===== src/rtl/muldiv_pkg.sv =====
// Shared definitions for the iterative MUL/DIV sequencer.
//   state_t      : sequencer FSM encoding
//   OP_MUL/OP_DIV: operation select encoding
//   DEF_WIDTH/DEF_CNTW: default operand and iteration-counter widths
package muldiv_pkg;

    localparam int unsigned DEF_WIDTH = 32;
    localparam int unsigned DEF_CNTW  = 6;

    typedef enum logic [1:0] {
        ST_IDLE = 2'd0,
        ST_RUN  = 2'd1,
        ST_DONE = 2'd2
    } state_t;

    localparam logic OP_MUL = 1'b0;
    localparam logic OP_DIV = 1'b1;

endpackage


===== src/rtl/muldiv_iter_datapath.sv =====
// Shift-add multiply / restoring divide datapath, one iteration per step.
//   clock, reset_ : clock and synchronous active-low reset
//   load          : capture a, b, op and clear the accumulators
//   step          : perform one iteration
//   op            : OP_MUL or OP_DIV (latched on load)
//   a, b          : operands
//   result_c      : product low bits / quotient as they will be after this step
//   remainder_c   : DIV remainder after this step, 0 for MUL
module muldiv_iter_datapath
    import muldiv_pkg::*;
#(
    parameter int unsigned WIDTH = DEF_WIDTH
) (
    input  logic             clock,
    input  logic             reset_,
    input  logic             load,
    input  logic             step,
    input  logic             op,
    input  logic [WIDTH-1:0] a,
    input  logic [WIDTH-1:0] b,
    output logic [WIDTH-1:0] result_c,
    output logic [WIDTH-1:0] remainder_c
);

    logic             op_q;
    logic [WIDTH-1:0] acc, mcand, mplier;
    logic [WIDTH-1:0] rem, dvd, dvs, quo;

    logic [WIDTH-1:0] acc_step;
    logic [WIDTH:0]   rem_shift;
    logic             rem_ge;
    logic [WIDTH-1:0] rem_step;
    logic [WIDTH-1:0] quo_step;

    // Single-iteration arithmetic. The shifted remainder is kept one bit wider
    // so divisors with the MSB set still compare correctly. With a zero
    // divisor every quotient bit is 1 and the dividend ends up in rem, which
    // yields the required divide-by-zero result without a special case.
    always_comb begin
        acc_step  = mplier[0] ? acc + mcand : acc;
        rem_shift = {rem, dvd[WIDTH-1]};
        rem_ge    = (rem_shift >= {1'b0, dvs});
        rem_step  = rem_ge ? (rem_shift[WIDTH-1:0] - dvs) : rem_shift[WIDTH-1:0];
        quo_step  = {quo[WIDTH-2:0], rem_ge};
    end

    always_comb begin
        result_c    = (op_q == OP_DIV) ? quo_step : acc_step;
        remainder_c = (op_q == OP_DIV) ? rem_step : '0;
    end

    // Iteration registers.
    always_ff @(posedge clock) begin
        if (!reset_) begin
            op_q   <= OP_MUL;
            acc    <= '0;
            mcand  <= '0;
            mplier <= '0;
            rem    <= '0;
            dvd    <= '0;
            dvs    <= '0;
            quo    <= '0;
        end else if (load) begin
            op_q   <= op;
            acc    <= '0;
            mcand  <= a;
            mplier <= b;
            rem    <= '0;
            dvd    <= a;
            dvs    <= b;
            quo    <= '0;
        end else if (step) begin
            acc    <= acc_step;
            mcand  <= mcand << 1;
            mplier <= mplier >> 1;
            rem    <= rem_step;
            dvd    <= dvd << 1;
            quo    <= quo_step;
        end
    end

endmodule


===== src/rtl/muldiv_sequencer.sv =====
// Fixed-latency iterative unsigned MUL/DIV unit for the core ALU.
//   clock, reset_ : clock and synchronous active-low reset
//   start, op     : request and operation select (honoured only in IDLE)
//   a, b          : operands, latched at start
//   busy          : iteration in progress
//   done          : one-cycle pulse, result/remainder valid
//   result        : product low bits or quotient, held until next done/reset
//   remainder     : DIV remainder, 0 after MUL
//   stall         : combinational pipeline hold request to the core
module muldiv_sequencer
    import muldiv_pkg::*;
#(
    parameter int unsigned WIDTH = DEF_WIDTH,
    parameter int unsigned CNTW  = DEF_CNTW
) (
    input  logic             clock,
    input  logic             reset_,
    input  logic             start,
    input  logic             op,
    input  logic [WIDTH-1:0] a,
    input  logic [WIDTH-1:0] b,
    output logic             busy,
    output logic             done,
    output logic [WIDTH-1:0] result,
    output logic [WIDTH-1:0] remainder,
    output logic             stall
);

    state_t           state, state_nxt;
    logic [CNTW-1:0]  cnt;
    logic             load, step;
    logic [WIDTH-1:0] dp_result_c, dp_remainder_c;

    muldiv_iter_datapath #(
        .WIDTH (WIDTH)
    ) u_datapath (
        .clock       (clock),
        .reset_      (reset_),
        .load        (load),
        .step        (step),
        .op          (op),
        .a           (a),
        .b           (b),
        .result_c    (dp_result_c),
        .remainder_c (dp_remainder_c)
    );

    // Next-state and datapath control.
    always_comb begin
        state_nxt = state;
        load      = 1'b0;
        step      = 1'b0;
        unique case (state)
            ST_IDLE: begin
                if (start) begin
                    load      = 1'b1;
                    state_nxt = ST_RUN;
                end
            end
            ST_RUN: begin
                step = 1'b1;
                if (cnt == CNTW'(WIDTH - 1)) begin
                    state_nxt = ST_DONE;
                end
            end
            ST_DONE: state_nxt = ST_IDLE;
            default: state_nxt = ST_IDLE;
        endcase
    end

    // The core must hold its PC from the very cycle it raises start.
    always_comb begin
        stall = ((state == ST_IDLE) && start) || busy;
    end

    // State, counter and registered outputs. The last iteration's result is
    // taken straight from the datapath's next value so it lands with done.
    always_ff @(posedge clock) begin
        if (!reset_) begin
            state     <= ST_IDLE;
            cnt       <= '0;
            busy      <= 1'b0;
            done      <= 1'b0;
            result    <= '0;
            remainder <= '0;
        end else begin
            state <= state_nxt;
            busy  <= (state_nxt == ST_RUN);
            done  <= (state_nxt == ST_DONE);
            if (load) begin
                cnt <= '0;
            end else if (step) begin
                cnt <= cnt + CNTW'(1);
            end
            if (step && (state_nxt == ST_DONE)) begin
                result    <= dp_result_c;
                remainder <= dp_remainder_c;
            end
        end
    end

endmodule


===== config.mk =====
export PLATFORM = sky130hd
export DESIGN_NAME = muldiv_sequencer
export DESIGN_NICKNAME = d
export VERILOG_FILES = /design/src/rtl/muldiv_pkg.sv /design/src/rtl/muldiv_iter_datapath.sv /design/src/rtl/muldiv_sequencer.sv
export SDC_FILE = /design/constraint.sdc
export NUM_CORES = 1
export LEC_CHECK = 0
export ABC_AREA = 1
export BUFFER_PORTS_ARGS = -buffer_cell sky130_fd_sc_hd__buf_2
export CORE_UTILIZATION = 52
export DETAILED_ROUTE_END_ITERATION = 10
export HOLD_SLACK_MARGIN = 0.12
export PLACE_DENSITY = 0.74
export SLEW_MARGIN = 20
export SYNTH_ARGS = -nofsm -noshare
export SYNTH_HDL_FRONTEND = slang
export SYNTH_SLANG_ARGS = --single-unit

===== constraint.sdc =====
create_clock -name clock -period 3 [get_ports clock]
set_input_delay 0.3 -clock clock [delete_from_list [all_inputs] [get_ports clock]]
set_output_delay 0.3 -clock clock [all_outputs]
set_load 0.02 [all_outputs]

==> run summary, run 1 <==
FINAL LAYOUT
-------------------------------------------------------------------------------------
NumNets Final                                                                    2748
Final instance area                                                       0.0181 mm^2
Layout cells sized above 1                                                     0.0911
Fillcell total                                                                   2810
Area growth, synth to finish                                                    17.6%
Final Core Density                                                              0.627
Final instance count without filler cells                                        3019
Antenna diode instance count                                                        0

STA
-------------------------------------------------------------------------------------
Final worst-path cycle share                                                    0.864
Unrepaired setup endpoints after global routing                                 false
Hold WS                                                                      0.278 ns
Smallest setup slack after layout                                            0.408 ns
Final setup fails                                                                   0
Number of max-slew violations in the final report                                   0
Worst clock skew                                                            0.0210 ns
Final critical delay including setup and external delays                      2.59 ns
Slew HR                                                                         0.376
Count of endpoints failing hold in the final timing report                          0
Final-layout setup total negative slack                                          0 ns
Fmax                                                                          386 MHz
Worst-Margin Slew                                                            0.936 ns

CLOCK TREE
-------------------------------------------------------------------------------------
Quantity of gates resized following cts                                             0
Clk Tree Root Cell                                                       sky130_fd_sc_hd__clkbuf_16
CTS tree                                                                          yes
Number of buffers created by CTS                                                   29
Htree depth                                                                         1
TritonCTS Sinks                                                                   266
Clock latency at the later pin of the worst-skew pair                         0.57 ns
Maximum buffer depth of the clock tree                                              3
Clock-pin slew of the registers on the worst-case setup and hold paths        0.06 ns

WORST HOLD PATH
-------------------------------------------------------------------------------------
Worst hold-check path type                                               input pin to flop
Hold Crit Depth                                                                     3
Startpoint of the most critical hold path                                       start
End point of the most critical hold path                                 u_datapath.op_q$_SDFFE_PN0P_

LOGIC SYNTHESIS
-------------------------------------------------------------------------------------
Register bit count reported by yosys                                              266
Ranking of synthesized cells by instance count                           885 x sky130_fd_sc_hd__nand2_1, 388 x sky130_fd_sc_hd__inv_1, 266 x sky130_fd_sc_hd__dfxtp_1, 161 x sky130_fd_sc_hd__a21oi_1, 144 x sky130_fd_sc_hd__nor2_1
Sequential fraction of the synthesis area                                       0.345
Post-Syn Area per Cell                                                      6.29 um^2
Syn Nets                                                                         2587
Async SR Flop Fraction                                                              0
Yosys warning total                                                                 0
Library cell with the highest instance count after synthesis             sky130_fd_sc_hd__nand2_1
Top cell type's share of synthesized area                                       0.345
Netlist cell types                                                                 46
Dominant register cell in the synthesized netlist                        sky130_fd_sc_hd__dfxtp_1
Synthesized cell area                                                     0.0154 mm^2
Library cell with the largest summed area after synthesis                sky130_fd_sc_hd__dfxtp_1
Gate count of the mapped netlist                                                 2453
Cell types occupying the most area after synthesis                       sky130_fd_sc_hd__dfxtp_1 35%, sky130_fd_sc_hd__nand2_1 22%, sky130_fd_sc_hd__inv_1 9.4%, sky130_fd_sc_hd__a21oi_1 5.2%, sky130_fd_sc_hd__ha_1 5.2%
Count of flip-flops with a built-in enable after synthesis                          0

GLOBAL ROUTING
-------------------------------------------------------------------------------------
GRT overflow                                                                        0
All-layer global routing usage                                                  0.313
Via count of the first global-routing pass                                      14.6k
Number of antenna violations at the first check in global routing                   0
Largest net degree at the start of global routing                                 161
Global-route wire length before repair                                       76800 um

STATUS
-------------------------------------------------------------------------------------
Result of the run                                                           completed

PLACE
-------------------------------------------------------------------------------------
Count of buffers inserted at the top-level ports                                  134
Placed cell areas                                                         0.0165 mm^2
Post-DP HPWL                                                                 34400 um
Post-placement cell count                                                        2897
Setup slack at placement                                                    0.0860 ns
Final GP Congestion                                                             0.972

CRITICAL PATH
-------------------------------------------------------------------------------------
Critical Path Source Type                                                        flop
Setup Crit Path Kind                                                     flop to flop
Critical path peak fanout                                                          20
Crit path max-delay family                                               simple AND/OR/NAND/NOR gates
Data arrival time of the critical path                                        3.06 ns
Type of element capturing the critical path                                      flop
CP bufs+invs                                                                        4
Required time at the endpoint of the critical path                            3.47 ns
R2R cell count                                                                     16
Crit-path cells                                                          inv_1, ha_1, nand2_1, inv_1, nand2_1, nand2_1, inv_1, nand3_2, nand2_1, nand2_1, nand2_4, nand2_4, buf_12, o21ai_0, nand2_1, a21oi_1
Crit path top cell by count                                              sky130_fd_sc_hd__nand2_1
Critical R2R Launch                                                      u_datapath.dvs[8]$_SDFFE_PN0P_
Critical path's largest stage delay                                           0.34 ns
Setup slack, reg-to-reg                                                       0.41 ns
CP max stage cell                                                        sky130_fd_sc_hd__ha_1
Terminus of the critical flop-to-flop path                               remainder[13]$_SDFFE_PN0P_

DETAILED ROUTING
-------------------------------------------------------------------------------------
Via-per-instance ratio                                                           5.25
Number of design rule violations left after detail routing                          0
Routed via count                                                                15.9k
Wire length per cell after detailed routing                                   15.9 um
Pre-Repair DR Iteration Count                                                       7
Top layer in use                                                                 met4
Residual antenna-violating net count after detailed routing                         0
Met1 layer wirelength in the final routing                                   24100 um
Total met2 wirelength after detailed routing                                 19100 um
Detail Route met3 WL                                                          3750 um
Final WL                                                                     48000 um
Iteration-0 DRC Markers                                                          1459

FLOORPLANNING
-------------------------------------------------------------------------------------
Ports placed on the boundary                                                      135
Area of the placeable core                                                0.0289 mm^2
Die ar.                                                                   0.0304 mm^2
Floorplan row count                                                                62
Initial core utilization                                                        0.533
Die X-Extent                                                                   174 um
Y dimension of the die                                                         174 um

PWR
-------------------------------------------------------------------------------------
Leakage Power                                                                 8.92 nW
PD cells                                                                  559 mW/mm^2
Total power consumption of the routed design                                  10.1 mW
Peak supply drop                                                               472 uV

RUN
-------------------------------------------------------------------------------------
Maxcap violations                                                                   0

==> layout by cell type (no fill, tap or decap), types with 64 or more instances in the layout <==
cell type                       count
sky130_fd_sc_hd__dlygate4sd3_1     68
sky130_fd_sc_hd__dfxtp_1          266
sky130_fd_sc_hd__o21ai_0           80
sky130_fd_sc_hd__nand3_1          121
sky130_fd_sc_hd__buf_2            134
sky130_fd_sc_hd__ha_1              64
sky130_fd_sc_hd__nand2_1          884
sky130_fd_sc_hd__a21oi_1          161
sky130_fd_sc_hd__inv_1            387
sky130_fd_sc_hd__nor2_1           140
sky130_fd_sc_hd__a31oi_1           68
==> timing repair <==
action                                 CTS  global route
setup buffers                            0             2
endpoints found under the hold margin   96             0
setup endpoints to repair                0            37
hold buffers                            68             0
==> cell families (layout without fill, tap and decap cells) <==
family	Yosys count	in the layout	synth area share
compound gates	391	391	0.145
fa+ha+maj	66	66	0.0545
flops	266	266	0.345
buf+inv	493	675	0.122
xor+xnor	32	32	0.0182
simple gates	1205	1205	0.315
==> flip-flops by register name, summed over array words and instances (netlist names) <==
register           flops
u_datapath.op_q        1
u_datapath.mcand      32
state                  2
u_datapath.dvs        32
u_datapath.rem        32
u_datapath.quo        31
busy                   1
done                   1
result                32
u_datapath.mplier     32
u_datapath.acc        32
remainder             32
cnt                    6
==> worst max-delay path by stage <==
| stage | start | endpoint | slack (ns) | cells after the start |
|---|---|---|---|---|
| floorplan | u_datapath.dvs[24]$_SDFFE_PN0P_ | u_datapath.rem[16]$_SDFFE_PP0P_ | 0.93 | 18 |
| global placement | u_datapath.dvs[24]$_SDFFE_PN0P_ | u_datapath.rem[4]$_SDFFE_PP0P_ | 0.20 | 17 |
| detailed placement | u_datapath.dvs[23]$_SDFFE_PN0P_ | u_datapath.rem[3]$_SDFFE_PP0P_ | 0.09 | 17 |
| finish | u_datapath.dvs[8]$_SDFFE_PN0P_ | remainder[13]$_SDFFE_PN0P_ | 0.41 | 16 |
| CTS | u_datapath.dvs[20]$_SDFFE_PN0P_ | u_datapath.rem[3]$_SDFFE_PP0P_ | 0.05 | 17 |
| global route | u_datapath.dvs[21]$_SDFFE_PN0P_ | remainder[4]$_SDFFE_PN0P_ | 0.12 | 15 |
==> tightest hold or removal path, stage by stage <==
cell	delay [ns]
sky130_fd_sc_hd__buf_2	0.13
sky130_fd_sc_hd__nand3_1	0.26
sky130_fd_sc_hd__a21oi_1	0.11
==> layer usage <==
layer  vias up  GRT usage
met1      7229      0.492
met3        61     0.0431
met4         0     0.0757
li1       8017          -
met5         -          0
met2       551      0.440
==> where the power goes <==
group | switching (mW) | internal, mW | total, mW | leakage [nW]
combinational | 1.74 | 0.864 | 2.60 | 6.27
sequential | 0.114 | 3.68 | 3.80 | 2.17
clock | 1.51 | 2.23 | 3.74 | 0.488
total | 3.37 | 6.77 | 10.1 | 8.92
==> cell type report <==
cell class | instances | area, um^2 | area share
Multi-Input combinational cell | 1694 | 8230 | 0.454
Sequential cell | 266 | 5330 | 0.294
Timing Repair Buffer | 229 | 1630 | 0.0900
Inverter | 394 | 1480 | 0.0818
Clock buffer | 39 | 803 | 0.0443
Tap cell | 384 | 480 | 0.0265
Clock inverter | 13 | 186 | 0.0103
Note: power is estimated with default switching activity, not from simulation.
==> run 2, diff against run 1 <==
--- a/config.mk
+++ b/config.mk
@@ -5,12 +5,13 @@
 export SDC_FILE = /design/constraint.sdc
 export NUM_CORES = 1
 export LEC_CHECK = 0
-export ABC_AREA = 1
+export ABC_AREA = 0
 export BUFFER_PORTS_ARGS = -buffer_cell sky130_fd_sc_hd__buf_2
-export CORE_UTILIZATION = 52
+export CORE_UTILIZATION = 30
 export DETAILED_ROUTE_END_ITERATION = 10
 export HOLD_SLACK_MARGIN = 0.12
-export PLACE_DENSITY = 0.74
+export PLACE_DENSITY = 0.49
+export SKIP_LAST_GASP = 1
 export SLEW_MARGIN = 20
 export SYNTH_ARGS = -nofsm -noshare
 export SYNTH_HDL_FRONTEND = slang
==> run 2 against run 1 <==
Die area up 54%. Synthesized cell count shrank 29%. Power is 2.2% lower. Clock power grew 6.1%. Sequential share of layout area rose by 1.8 points. Critical path type unchanged. Largest cell class unchanged. Highest routed layer unchanged.
==> run summary, run 2 <==
STATUS
-------------------------------------------------------------------------------------
Result of the run                                                           completed

STA
-------------------------------------------------------------------------------------
Final worst-path cycle share                                                    0.944   +0.0799
Count of endpoints failing hold in the final timing report                          0   unchanged
Worst-Margin Slew                                                            0.891 ns   -0.0452 ns
Final setup fails                                                                   0   unchanged
Hold WS                                                                      0.163 ns   -0.115 ns
Smallest setup slack after layout                                            0.168 ns   -0.240 ns
Fmax                                                                          353 MHz   -8.5%
Final critical delay including setup and external delays                      2.83 ns   +0.240 ns
Worst clock skew                                                            0.0244 ns   +0.00342 ns
Final-layout setup total negative slack                                          0 ns   unchanged
Number of max-slew violations in the final report                                   0   unchanged
Slew HR                                                                         0.406   +0.0301
Unrepaired setup endpoints after global routing                                  true

CLOCK TREE
-------------------------------------------------------------------------------------
Clock-pin slew of the registers on the worst-case setup and hold paths        0.07 ns   about the same
Number of buffers created by CTS                                                   31   +6.9%
TritonCTS Sinks                                                                   266   unchanged
Htree depth                                                                         1   unchanged
Clk Tree Root Cell                                                       sky130_fd_sc_hd__clkbuf_16
Setup bufs post-CTS                                                                 0   unchanged
CTS tree                                                                          yes
Maximum buffer depth of the clock tree                                              3   unchanged
Clock latency at the later pin of the worst-skew pair                         0.58 ns   about the same

FINAL LAYOUT
-------------------------------------------------------------------------------------
Antenna diode instance count                                                        0   unchanged
Leading cell type in the layout, fill and taps excluded                  sky130_fd_sc_hd__nand2_1
Area growth, synth to finish                                                    24.4%
Layout cells sized above 1                                                      0.145   +0.0535
NumNets Final                                                                    2070   -25%
Commonest cells after routing, fill and taps aside                       387 x sky130_fd_sc_hd__nand2_1, 263 x sky130_fd_sc_hd__dfxtp_1, 194 x sky130_fd_sc_hd__a21oi_1, 134 x sky130_fd_sc_hd__buf_2, 91 x sky130_fd_sc_hd__o21ai_0
Final Core Density                                                              0.377   -0.250
Fillcell total                                                                   4761   +69%

DETAILED ROUTING
-------------------------------------------------------------------------------------
Met1 layer wirelength in the final routing                                   19600 um   -19%
Total met2 wirelength after detailed routing                                 21400 um   +12%
Via-per-instance ratio                                                           5.03   -4.2%
Residual antenna-violating net count after detailed routing                         0   unchanged
Final WL                                                                     43400 um   -9.6%
Wire length per cell after detailed routing                                   17.0 um   +6.8%
Number of design rule violations left after detail routing                          0   unchanged
Iteration-0 DRC Markers                                                           913   -37%
Detail Route met3 WL                                                          1780 um   -52%
Routed via count                                                                12.9k   -19%
Top layer in use                                                                 met4
Pre-Repair DR Iteration Count                                                       5   -2

LOGIC SYNTHESIS
-------------------------------------------------------------------------------------
Top cell type's share of synthesized area                                       0.388   +0.0426
Largest family of logic cells by synthesized area                        compound AO/OA/AOI/OAI gates
Count of flip-flops with a built-in enable after synthesis                          0   unchanged
XOR/XNOR Fraction of Synth Area                                                0.0338   +0.0156
Netlist cell types                                                                 69   +50%
Library cell with the largest summed area after synthesis                sky130_fd_sc_hd__dfxtp_1
Post-Syn Area per Cell                                                      7.85 um^2   +25%
Syn Nets                                                                         1883   -27%
Post-synthesis mux area share                                                  0.0391   +0.0391
Register bit count reported by yosys                                              266   unchanged
Dominant register cell in the synthesized netlist                        sky130_fd_sc_hd__dfxtp_1
Library cell with the highest instance count after synthesis             sky130_fd_sc_hd__nand2_1
Gate count of the mapped netlist                                                 1749   -29%
Sequential fraction of the synthesis area                                       0.388   +0.0426
Cell types occupying the most area after synthesis                       sky130_fd_sc_hd__dfxtp_1 39%, sky130_fd_sc_hd__nand2_1 11%, sky130_fd_sc_hd__a21oi_1 7.3%, sky130_fd_sc_hd__ha_1 5.8%, sky130_fd_sc_hd__mux2i_1 3.7%
Async SR Flop Fraction                                                              0   unchanged
Compound-Gate Fraction of Synth Area                                            0.250   +0.105
Ranking of synthesized cells by instance count                           388 x sky130_fd_sc_hd__nand2_1, 266 x sky130_fd_sc_hd__dfxtp_1, 199 x sky130_fd_sc_hd__a21oi_1, 100 x sky130_fd_sc_hd__clkbuf_1, 96 x sky130_fd_sc_hd__o21ai_0
Synthesized cell area                                                     0.0137 mm^2   -11%
Adder-cell share of the synthesized area                                       0.0612   +0.00673
Simple logic cell fraction of the synthesized area                              0.181   -0.134
Yosys warning total                                                                 0   unchanged

CRITICAL PATH
-------------------------------------------------------------------------------------
Critical path peak fanout                                                          18   -10%
CP startpoint                                                            u_datapath.dvs[5]$_SDFFE_PN0P_
Critical R2R Launch                                                      u_datapath.dvs[5]$_SDFFE_PN0P_
Critical Path Source Type                                                        flop
R2R cell count                                                                     13   -3
Type of element capturing the critical path                                      flop
Setup Crit Path Kind                                                     flop to flop
Data arrival time of the critical path                                        3.23 ns   +0.17 ns
Required time at the endpoint of the critical path                            3.40 ns   -0.07 ns

RUN
-------------------------------------------------------------------------------------
Maxcap violations                                                                   0   unchanged

FLOORPLANNING
-------------------------------------------------------------------------------------
Ports placed on the boundary                                                      135   unchanged
Die X-Extent                                                                   216 um   +24%
Y dimension of the die                                                         216 um   +24%
Die ar.                                                                   0.0466 mm^2   +54%
Floorplan row count                                                                78   +26%
Initial core utilization                                                        0.303   -0.230
Area of the placeable core                                                0.0453 mm^2   +56%

PLACE
-------------------------------------------------------------------------------------
Count of buffers inserted at the top-level ports                                  134   unchanged
Setup slack at placement                                                 -0.000559 ns   -0.0866 ns
Final GP Congestion                                                             0.891   -8.4%
Post-DP HPWL                                                                 30300 um   -12%

PWR
-------------------------------------------------------------------------------------
PD cells                                                                  580 mW/mm^2   +3.8%
Leakage Power                                                                 6.78 nW   -24%
Peak supply drop                                                               438 uV   -7.2%

GLOBAL ROUTING
-------------------------------------------------------------------------------------
Via count of the first global-routing pass                                      12.4k   -15%
Largest net degree at the start of global routing                                  83   -48%
GRT overflow                                                                        0   unchanged
Number of antenna violations at the first check in global routing                   0   unchanged
All-layer global routing usage                                                  0.183   -0.130
Global-route wire length before repair                                       68700 um   -10%

WORST HOLD PATH
-------------------------------------------------------------------------------------
Worst hold-check path type                                               input pin to flop
Hold Crit Depth                                                                     4   +1
Startpoint of the most critical hold path                                       start

[run 2: what timing repair did]
| action | in CTS | in global routing |
|---|---|---|
| gates cloned | 0 | 0 |
| pin swaps | 1 | 8 |
| hold buffers | 64 | 0 |
| resized for setup | 0 | 23 |
| endpoints found under the hold margin | 94 | 0 |
| endpoints found under the setup margin | 2 | 70 |
[run 2: path summary, 6_finish.rpt]
kind	end	slack [ns]
worst max register to register	u_datapath.rem[3]$_SDFFE_PP0P_	0.17
worst max-delay path	u_datapath.rem[3]$_SDFFE_PP0P_	0.17
worst min register to register	remainder[20]$_SDFFE_PN0P_	0.44
worst min-delay path	u_datapath.op_q$_SDFFE_PN0P_	0.16
[run 2: layer usage]
| layer | vias to the layer above | track usage |
|---|---|---|
| met5 | - | 0 |
| met3 | 38 | 0.0252 |
| met4 | 0 | 0.0376 |
| met2 | 253 | 0.328 |
| met1 | 6068 | 0.233 |
| li1 | 6514 | - |
[run 2: kinds of logic after synthesis]
family                   after synthesis
flip-flops                           266
AO/OA/AOI/OAI                        559
AND/OR/NAND/NOR                      585
XOR/XNOR                              53
multiplexers                          53
adder cells (fa/ha/maj)               66
buffers and inverters                167
[run 2: where the power goes]
part	total (mW)	switching [mW]	internal, mW
sequential	3.78	0.110	3.66
clock	3.97	1.50	2.46
combinational	2.17	1.24	0.929
total	9.92	2.86	7.06
[run 2: worst max-delay path: stages (launching register included)]
cell and delay [ns]:
sky130_fd_sc_hd__dfxtp_1 0.33, sky130_fd_sc_hd__inv_1 0.05, sky130_fd_sc_hd__ha_1 0.28, sky130_fd_sc_hd__a21o_1 0.21
sky130_fd_sc_hd__a21o_1 0.18, sky130_fd_sc_hd__a221o_1 0.35, sky130_fd_sc_hd__a21oi_2 0.18, sky130_fd_sc_hd__o21ai_2 0.11
sky130_fd_sc_hd__a211oi_2 0.31, sky130_fd_sc_hd__a21oi_4 0.12, sky130_fd_sc_hd__buf_12 0.19, sky130_fd_sc_hd__mux2i_1 0.15
sky130_fd_sc_hd__buf_4 0.15, sky130_fd_sc_hd__a21oi_1 0.06
[run 2: metrics by stage]
step | power [mW] | instances | instance area (um^2)
floorplan | 5.24 | 1749 | 13700
global placement | 5.91 | 2439 | 15300
detailed placement | 5.93 | 2439 | 15300
CTS | 10.0 | 2557 | 17000
global route | 10.4 | 2557 | 17100
finish | 9.92 | 2557 | 17100
[run 2: final cells by class]
type / instances / area [um^2] / share of cell area
inverter: 54 / 203 / 0.0119
sequential: 266 / 5330 / 0.312
multi-input combinational: 1316 / 7860 / 0.460
timing repair buffer: 267 / 1880 / 0.110
clock inverter: 8 / 173 / 0.0101
clock buffer: 46 / 892 / 0.0522
tap: 600 / 751 / 0.0439
==> run 3, diff against run 2 <==
--- a/config.mk
+++ b/config.mk
@@ -5,8 +5,9 @@
 export SDC_FILE = /design/constraint.sdc
 export NUM_CORES = 1
 export LEC_CHECK = 0
-export ABC_AREA = 0
+export ABC_AREA = 1
 export BUFFER_PORTS_ARGS = -buffer_cell sky130_fd_sc_hd__buf_2
+export CAP_MARGIN = 0
 export CORE_UTILIZATION = 30
 export DETAILED_ROUTE_END_ITERATION = 10
 export HOLD_SLACK_MARGIN = 0.12
@@ -16,3 +17,4 @@
 export SYNTH_ARGS = -nofsm -noshare
 export SYNTH_HDL_FRONTEND = slang
 export SYNTH_SLANG_ARGS = --single-unit
+export TNS_END_PERCENT = 50
==> run 3 against run 2 <==
Clock-buffer cell count rose by 4. Combinational power grew 19%. First-iteration DRC count up 2.1%. Worst setup slack better by 0.17 ns. Final area increased by 9.0%. Global-route usage up 1.2 points. Core utilization shrank 0.83 points. Die area up 12%. Critical path depth increased by 1. Flip-flop and latch count did not move. Sequential power about the same. Largest cell class unchanged. Highest routed layer unchanged.
==> run summary, run 3 (synthesis gave the netlist of run 1 again) <==
STATUS
-------------------------------------------------------------------------------------
Result of the run                                                           completed

CRITICAL PATH
-------------------------------------------------------------------------------------
Type of element capturing the critical path                                      flop
CP startpoint                                                            u_datapath.acc[0]$_SDFFE_PP0P_
Critical path peak fanout                                                           4   -14
Critical Path Source Type                                                        flop
Setup Crit Path Kind                                                     flop to flop
Crit-path cells                                                          ha_1, inv_1, fa_1, inv_1, nand3_1, nand2_1, nand2_1, nand2_1, nand2_1, nand2_1, xnor2_1, o21ai_0, nand2_1, a21oi_1
Critical R2R Launch                                                      u_datapath.acc[0]$_SDFFE_PP0P_
Data arrival time of the critical path                                        3.13 ns   -0.10 ns
Required time at the endpoint of the critical path                            3.46 ns   +0.06 ns
Setup slack, reg-to-reg                                                       0.33 ns   +0.17 ns
Crit path top cell by count                                              sky130_fd_sc_hd__nand2_1
Critical path's largest stage delay                                           0.37 ns   +0.02 ns
CP max stage cell                                                        sky130_fd_sc_hd__dfxtp_1

GLOBAL ROUTING
-------------------------------------------------------------------------------------
Via count of the first global-routing pass                                      14.5k   +17%
Global-route wire length before repair                                       81800 um   +19%
GRT overflow                                                                        0   unchanged
Met3 Track Usage GR                                                            0.0250   -0.000279
Met1 demand-to-capacity share in global routing                                 0.296   +0.0631
Number of antenna violations at the first check in global routing                   1   +1
GR Layer Usage met2                                                             0.287   -0.0410
All-layer global routing usage                                                  0.195   +0.0118
Busiest layer in global routing                                                  met1
Largest net degree at the start of global routing                                 161   +94%

STA
-------------------------------------------------------------------------------------
Smallest setup slack after layout                                            0.334 ns   +0.166 ns
Worst-Margin Slew                                                            0.872 ns   -0.0196 ns
Fmax                                                                          375 MHz   +6.2%
Final setup fails                                                                   0   unchanged
Unrepaired setup endpoints after global routing                                 false
Number of max-slew violations in the final report                                   0   unchanged
Slew HR                                                                         0.419   +0.0131
Count of endpoints failing hold in the final timing report                          0   unchanged
Final critical delay including setup and external delays                      2.67 ns   -0.166 ns
Worst clock skew                                                            0.0151 ns   -0.00934 ns
Final worst-path cycle share                                                    0.889   -0.0554
Final-layout setup total negative slack                                          0 ns   unchanged

CLOCK TREE
-------------------------------------------------------------------------------------
CTS tree                                                                          yes
Htree depth                                                                         2   +1
Clock latency at the later pin of the worst-skew pair                         0.55 ns   -0.03 ns
Number of buffers created by CTS                                                   35   +13%
Maximum buffer depth of the clock tree                                              3   unchanged
Clock-pin slew of the registers on the worst-case setup and hold paths        0.06 ns   about the same
Clk Tree Root Cell                                                       sky130_fd_sc_hd__clkbuf_16
TritonCTS Sinks                                                                   266   unchanged

FINAL LAYOUT
-------------------------------------------------------------------------------------
Final instance count without filler cells                                        3313   +30%
Final instance area                                                       0.0186 mm^2   +9.0%
NumNets Final                                                                    2750   +33%
Leading cell type in the layout, fill and taps excluded                  sky130_fd_sc_hd__nand2_1
Antenna diode instance count                                                        0   unchanged
Fillcell total                                                                   5550   +17%
Area growth, synth to finish                                                    20.8%
Commonest cells after routing, fill and taps aside                       884 x sky130_fd_sc_hd__nand2_1, 387 x sky130_fd_sc_hd__inv_1, 266 x sky130_fd_sc_hd__dfxtp_1, 161 x sky130_fd_sc_hd__a21oi_1, 140 x sky130_fd_sc_hd__nor2_1
Layout cells sized above 1                                                     0.0950   -0.0496

FLOORPLANNING
-------------------------------------------------------------------------------------
Ports placed on the boundary                                                      135   unchanged
Initial core utilization                                                        0.306   +0.00236
Die X-Extent                                                                   229 um   +5.9%
Die ar.                                                                   0.0523 mm^2   +12%
Area of the placeable core                                                0.0505 mm^2   +11%
Y dimension of the die                                                         229 um   +5.9%
Floorplan row count                                                                82   +5.1%

PWR
-------------------------------------------------------------------------------------
Peak supply drop                                                               314 uV   -28%
Leakage Power                                                                 8.99 nW   +33%
PD cells                                                                  573 mW/mm^2   -1.3%

PLACE
-------------------------------------------------------------------------------------
Post-DP HPWL                                                                 37100 um   +22%
Final GP Congestion                                                             0.915   +2.7%
Setup slack at placement                                                    0.0761 ns   +0.0767 ns
Post-placement cell count                                                        3185   +31%
Count of buffers inserted at the top-level ports                                  134   unchanged
Placed cell areas                                                         0.0168 mm^2   +9.6%

DETAILED ROUTING
-------------------------------------------------------------------------------------
Number of design rule violations left after detail routing                          0   unchanged
Via-per-instance ratio                                                           4.59   -8.8%
Residual antenna-violating net count after detailed routing                         0   unchanged
Wire length per cell after detailed routing                                   15.3 um   -9.8%
Routed via count                                                                15.2k   +18%
Pre-Repair DR Iteration Count                                                       5   unchanged
Iteration-0 DRC Markers                                                           932   +2.1%
Final WL                                                                     50700 um   +17%

RUN
-------------------------------------------------------------------------------------
Maxcap violations                                                                   0   unchanged

WORST HOLD PATH
-------------------------------------------------------------------------------------
Startpoint of the most critical hold path                                       b[30]
Worst hold-check path type                                               input pin to flop

-- run 3: power by group --
part | internal (mW) | leakage (nW) | switching, mW
clock network | 2.63 | 0.579 | 1.66
logic | 0.869 | 6.25 | 1.72
registers | 3.69 | 2.17 | 0.108
total | 7.19 | 8.99 | 3.49
-- run 3: what timing repair did --
item / 4_1_cts / 5_1_grt
endpoints found under the setup margin: 0 / 41
buffers inserted: 0 / 2
resized for setup: 0 / 0
hold buffers: 63 / 0
hold endpoints to repair: 89 / 0
-- run 3: stage by stage --
stage / hold WS, ns / utilization / power [mW]
2_1_floorplan: 0.438 / - / 5.64
3_3_place_gp: 0.452 / 0.333 / 6.37
3_5_place_dp: 0.457 / 0.333 / 6.37
4_1_cts: 0.122 / 0.368 / 10.8
5_1_grt: 0.156 / 0.369 / 11.3
6_report: 0.138 / 0.369 / 10.7
-- run 3: cell type report --
| cell class | instances | area, um^2 | area share |
|---|---|---|---|
| Tap cell | 672 | 841 | 0.0451 |
| Sequential cell | 266 | 5330 | 0.286 |
| Inverter | 394 | 1490 | 0.0797 |
| Clock inverter | 12 | 153 | 0.00819 |
| Timing Repair Buffer | 225 | 1570 | 0.0845 |
| Clock buffer | 50 | 1020 | 0.0549 |
| Multi-Input combinational cell | 1694 | 8230 | 0.442 |
-- run 3: final timing paths --
path         cells after the start                         endpoint
min                              3  u_datapath.dvs[30]$_SDFFE_PN0P_
min reg2reg                      2        remainder[6]$_SDFFE_PN0P_
max                             14          result[12]$_SDFFE_PN0P_
max reg2reg                     14          result[12]$_SDFFE_PN0P_
-- run 3: metal layers --
metal,routed length [um],vias up
met2,20600,246
met3,1980,47
li1,-,8032
met1,27300,6886
met5,0,-
met4,853,0
-- run 3: critical path: cells and delay by family, from the launching register on --
| kind | cells | cell delay, ns |
|---|---|---|
| simple gates | 7 | 0.83 |
| fa+ha+maj | 2 | 0.56 |
| compound gates | 2 | 0.49 |
| xor+xnor | 1 | 0.14 |
| flops | 1 | 0.37 |
| buf+inv | 2 | 0.21 |
